`src/rtl/alu_arbiter_32.sv`:
```
// Round-robin arbiter/sequencer sharing one alu_32 between two requesters.
// Holds the ALU operands for the op's occupancy time and registers the result.
module alu_arbiter_32 #(
  parameter int unsigned MUL_CYC = 4,
  parameter int unsigned DIV_CYC = 8
) (
  input  logic        clk,
  input  logic        reset,
  input  logic        req0_valid,
  output logic        req0_ready,
  input  logic [4:0]  req0_fs,
  input  logic [31:0] req0_s,
  input  logic [31:0] req0_t,
  input  logic [4:0]  req0_sh,
  input  logic        req1_valid,
  output logic        req1_ready,
  input  logic [4:0]  req1_fs,
  input  logic [31:0] req1_s,
  input  logic [31:0] req1_t,
  input  logic [4:0]  req1_sh,
  output logic [4:0]  alu_fs,
  output logic [31:0] alu_s,
  output logic [31:0] alu_t,
  output logic [4:0]  alu_shift,
  input  logic [31:0] alu_y_hi,
  input  logic [31:0] alu_y_lo,
  input  logic [3:0]  alu_nzvc,
  output logic        rsp_valid,
  output logic        rsp_id,
  output logic [31:0] rsp_y_hi,
  output logic [31:0] rsp_y_lo,
  output logic [3:0]  rsp_nzvc,
  output logic        busy
);

  localparam logic [4:0] FS_MUL   = 5'h1E;
  localparam logic [4:0] FS_DIV   = 5'h1F;
  localparam logic [3:0] MUL_LOAD = 4'(MUL_CYC - 1);
  localparam logic [3:0] DIV_LOAD = 4'(DIV_CYC - 1);

  typedef enum logic {ST_IDLE = 1'b0, ST_EXEC = 1'b1} state_t;

  state_t      r_state;
  logic [3:0]  r_count;
  logic        r_last_grant;
  logic        r_op_id;
  logic [4:0]  r_alu_fs;
  logic [4:0]  r_alu_shift;
  logic [31:0] r_alu_s;
  logic [31:0] r_alu_t;
  logic        r_rsp_valid;
  logic        r_rsp_id;
  logic [31:0] r_rsp_y_hi;
  logic [31:0] r_rsp_y_lo;
  logic [3:0]  r_rsp_nzvc;
  logic        r_busy;

  logic        w_idle;
  logic        w_grant;
  logic        w_accept;
  logic [4:0]  w_fs;
  logic [4:0]  w_sh;
  logic [31:0] w_s;
  logic [31:0] w_t;
  logic [3:0]  w_load;

  // Ready is gated by reset so nothing is handed over while reset is held low.
  always_comb begin
    w_idle     = reset && (r_state == ST_IDLE);
    w_grant    = (req0_valid && req1_valid) ? ~r_last_grant : req1_valid;
    req0_ready = w_idle && req0_valid && !w_grant;
    req1_ready = w_idle && req1_valid && w_grant;
    w_accept   = req0_ready || req1_ready;
    w_fs       = w_grant ? req1_fs : req0_fs;
    w_s        = w_grant ? req1_s  : req0_s;
    w_t        = w_grant ? req1_t  : req0_t;
    w_sh       = w_grant ? req1_sh : req0_sh;
    if (w_fs == FS_MUL)      w_load = MUL_LOAD;
    else if (w_fs == FS_DIV) w_load = DIV_LOAD;
    else                     w_load = 4'd0;
  end

  always_ff @(posedge clk) begin
    if (!reset) begin
      r_state      <= ST_IDLE;
      r_count      <= 4'd0;
      r_last_grant <= 1'b1;
      r_op_id      <= 1'b0;
      r_alu_fs     <= 5'd0;
      r_alu_shift  <= 5'd0;
      r_alu_s      <= 32'd0;
      r_alu_t      <= 32'd0;
      r_rsp_valid  <= 1'b0;
      r_rsp_id     <= 1'b0;
      r_rsp_y_hi   <= 32'd0;
      r_rsp_y_lo   <= 32'd0;
      r_rsp_nzvc   <= 4'd0;
      r_busy       <= 1'b0;
    end else begin
      r_rsp_valid <= 1'b0;
      case (r_state)
        ST_IDLE: begin
          if (w_accept) begin
            r_alu_fs     <= w_fs;
            r_alu_s      <= w_s;
            r_alu_t      <= w_t;
            r_alu_shift  <= w_sh;
            r_op_id      <= w_grant;
            r_last_grant <= w_grant;
            r_count      <= w_load;
            r_busy       <= 1'b1;
            r_state      <= ST_EXEC;
          end
        end
        ST_EXEC: begin
          if (r_count != 4'd0) begin
            r_count <= r_count - 4'd1;
          end else begin
            r_rsp_y_hi  <= alu_y_hi;
            r_rsp_y_lo  <= alu_y_lo;
            r_rsp_nzvc  <= alu_nzvc;
            r_rsp_id    <= r_op_id;
            r_rsp_valid <= 1'b1;
            r_busy      <= 1'b0;
            r_state     <= ST_IDLE;
          end
        end
        default: r_state <= ST_IDLE;
      endcase
    end
  end

  assign alu_fs    = r_alu_fs;
  assign alu_s     = r_alu_s;
  assign alu_t     = r_alu_t;
  assign alu_shift = r_alu_shift;
  assign rsp_valid = r_rsp_valid;
  assign rsp_id    = r_rsp_id;
  assign rsp_y_hi  = r_rsp_y_hi;
  assign rsp_y_lo  = r_rsp_y_lo;
  assign rsp_nzvc  = r_rsp_nzvc;
  assign busy      = r_busy;

endmodule
```
`config.mk`:
```
export PLATFORM = sky130hd
export DESIGN_NAME = alu_arbiter_32
export DESIGN_NICKNAME = d
export VERILOG_FILES = /design/src/rtl/alu_arbiter_32.sv
export SDC_FILE = /design/constraint.sdc
export NUM_CORES = 1
export LEC_CHECK = 0
export CAP_MARGIN = 20
export CORE_AREA = 2 2 144 146
export CTS_CLUSTER_DIAMETER = 60
export CTS_CLUSTER_SIZE = 28
export DETAILED_ROUTE_END_ITERATION = 6
export DIE_AREA = 0 0 146 148
export GPL_TIMING_DRIVEN = 1
export PLACE_DENSITY = 0.66
export SYNTH_ARGS = -nofsm -noshare
export SYNTH_HDL_FRONTEND = slang
export SYNTH_SLANG_ARGS = --single-unit
export TNS_END_PERCENT = 5
```
`constraint.sdc`:
```
create_clock -name clk -period 2.9 [get_ports clk]
set_clock_uncertainty 0.1 [all_clocks]
set_input_delay 0.435 -clock clk [delete_from_list [all_inputs] [get_ports clk]]
set_output_delay 0.435 -clock clk [all_outputs]
set_load 0.1 [all_outputs]
```
==> qor.txt <==
Min-delay worst type -> reg -> reg
Post-Syn Instances -> 770
Peak supply drop -> 0.3941 mV
CTS tree -> yes
Fin nets -> 1321
Main combinational cell family by area after synthesis -> simple AND/OR/NAND/NOR gates
Full die area -> 0.02161 mm²
Buf+Inv Stages, Crit Path -> 2
Synth Area in Compound Gates -> 21.57%
Clk_lat worst skew -> 0.41 ns
Initial antenna violation count -> 0
Fill cells -> 1932
YS warnings -> 0
Required @ worst endpoint -> 2.37 ns
CTS Root Cell -> clkbuf_16
Switching power -> 2.594 mW
Final Hold Viols -> 0
Commonest register cell after synthesis -> dfxtp_1
Slew Viols, Final -> 0
# placed instances -> 1351
Post-synth top area share -> 47.59%
Non-Filler Instances -> 1383
XOR/XNOR Fraction of Synth Area -> 0.1370%
Synth Area in Simple Gates -> 24.87%
Internal -> 4.144 mW
Max clock buf depth -> 2
Startpoint types -> input pin
Global-route wire length before repair -> 32770 µm
Number of global-route vias before repair -> 6172
Vias per std cell -> 4.657
Sequential Power Share -> 34.9%
Post-synth EDFFs -> 0
Yosys cell types -> 34
Layout cells sized above 1 -> 17.61%
RSZ-0062 raised after global routing -> false
Area Growth Syn to Fin -> 63.52%
Post-synth net total -> 991
Number of antenna diodes -> 0
Routed WL -> 21100 µm
DRT iter0 DRCs -> 303
Htree depth -> 4
Worst Path Arrival -> 1.69 ns
Max-Cap Viols -> 0
Critical-path maximum fanout -> 5
Setup TNS -> 0 ns
Reg clk slew, reported paths -> 0.06 ns
Post-CTS Repair Setup Buffers -> 0
Logic pwr share -> 33.4%
Pwr/cell area -> 644.4 mW/mm²
Starting Density -> 31.91%
Average wire per standard cell -> 15.26 µm
Sw Share -> 38.50%
DRC errors left -> 0
CTS resizes -> 0
Final min period -> 2.228 ns
Leakage -> 4.906 nW
Cts hold-fix bufs -> 0
Total global routing overflow -> 0
Io pins -> 367
Most frequent cell after synthesis -> nand2_1
Max-slew headroom -> 59.26%
Sink Count -> 152
Period utilisation layout -> 76.84%
Worst stage delay on the critical path -> 0.53 ns
Cell Area, Synth -> 0.006394 mm²
Ys async rst share -> 0%
Top cell family by delay on the critical path -> buffers and inverters
Worst-path cell chain -> clkdlybuf4s50_1, a21bo_2, nor2_1, buf_12
Seq cells post-synth -> 152
Port bufs -> 366
Fmax -> 448.8 MHz
Setup violations, final -> 0
Final GP Congestion -> 0.7548
Num rows -> 52
Mapped Avg Cell Area -> 8.303 µm²
Num CTS Buffers -> 17
Outcome -> complete, no violations
DIE HEIGHT -> 148 µm
CP endpoint kind -> primary output
Post-synthesis sequential area ratio -> 47.59%
Post-synthesis adder-cell area fraction -> 0.1957%
Area leader, netlist -> dfxtp_1
Largest net degree at the start of global routing -> 154
Actual slew at the worst max-slew pin -> 0.6110 ns
Clk pwr share -> 31.7%
Synth area leaders -> dfxtp_1 (48%), nand2_1 (17%), o211a_1 (12%)
Core area -> 0.02004 mm²
Routed vias -> 6441
CP max-delay cell -> clkdlybuf4s50_1
Area occupied by multi-input gates -> 0.003035 mm²
Register area -> 0.003043 mm²
Placed wire-length estimate -> 14600 µm
Overall Global Routing Usage -> 18.86%
Multiplexer share of the synthesized area -> 0.1566%
Setup CP Type -> in -> out
Die span in x -> 146 µm
Antenna viol nets, final -> 0
Pre-antenna DRT Iters -> 5
Commonest cells post-synth -> nand2_1 (291), dfxtp_1 (152), o211a_1 (74)
==> power by group through the flow <==
stage | clock network, mW | logic (mW) | registers, mW
2_1_floorplan | 0 | 0.480 | 3.49
3_3_place_gp | 0 | 2.26 | 2.39
3_5_place_dp | 0 | 2.26 | 2.40
4_1_cts | 2.21 | 2.27 | 2.35
5_1_grt | 2.30 | 2.36 | 2.37
6_report | 2.14 | 2.25 | 2.35
==> flip-flops by register name, summed over array words and instances (netlist names) <==
signal / cells
rsp_nzvc: 4
r_state: 1
rsp_id: 1
r_count: 4
alu_t: 32
r_op_id: 1
rsp_y_lo: 32
busy: 1
alu_s: 32
rsp_valid: 1
r_last_grant: 1
rsp_y_hi: 32
alu_shift: 5
alu_fs: 5
==> worst reg2reg max path, delay by kind of cell, from the launching register on <==
kind                   cells  cell delay [ns]
and+or+nand+nor            2             0.63
buffers and inverters      1             0.33
AOI/OAI and AO/OA          1             0.19
DFF                        1             0.58
==> cells by family (layout without fill, tap and decap cells) <==
family	count (synthesis)	after routing
XOR/XNOR	1	1
adder cells (fa/ha/maj)	1	1
buffers and inverters	69	412
flip-flops	152	152
AND/OR/NAND/NOR	385	385
multiplexers	1	1
AO/OA/AOI/OAI	161	161
==> layout make-up <==
cell class,instances,area share (%)
inverters,4,0.1436
clock inverters,12,1.161
well taps,270,3.231
flip-flops and latches,152,29.10
clock buffers,20,4.272
repair buffers,376,33.05
multi-input cells,549,29.03
==> metrics by stage <==
step                      total power [mW]  setup WS [ns]  cell area, µm²  utilization, %  hold slack (ns)
after floorplan                      3.972         0.1232            6399               -           0.3412
after global placement               4.653         0.6298            9887           49.34           0.3524
after detailed placement             4.660         0.5909            9887           49.34           0.3592
after CTS                            6.830         0.6670           10460           52.17           0.3684
after global routing                 7.026         0.6253           10460           52.17           0.3799
final                                6.737         0.6718           10460           52.17           0.3635
==> path summary, 6_finish.rpt <==
path | endpoint | from | depth (start not counted) | slack [ns]
hold reg to reg | rsp_y_lo[24]$_SDFFE_PN0P_ | rsp_y_lo[24]$_SDFFE_PN0P_ | 2 | 0.36
hold / removal | rsp_y_lo[24]$_SDFFE_PN0P_ | rsp_y_lo[24]$_SDFFE_PN0P_ | 2 | 0.36
setup reg to reg | rsp_y_hi[22]$_SDFFE_PN0P_ | r_state$_SDFF_PN0_ | 4 | 1.00
setup / recovery | req1_ready | req0_valid | 4 | 0.67
==> cell usage in the layout, fill, tap and decap left out, drive strengths merged, types with 6 or more instances in the layout <==
cell type,instances
a21boi,70
buf,158
clkbuf,20
clkdlybuf4s50,218
clkinv,6
dfxtp,152
inv,6
nand2,291
nand3,73
o211a,74
==> routing by layer <==
layer / global-route usage, % / wire [µm] / vias up
met4: 7.087 / 479 / 0
li1: - / - / 3261
met5: 0 / 0 / -
met2: 30.92 / 9898 / 268
met3: 5.926 / 1686 / 28
met1: 23.32 / 9039 / 2884
(Power assumes the default switching activity.)
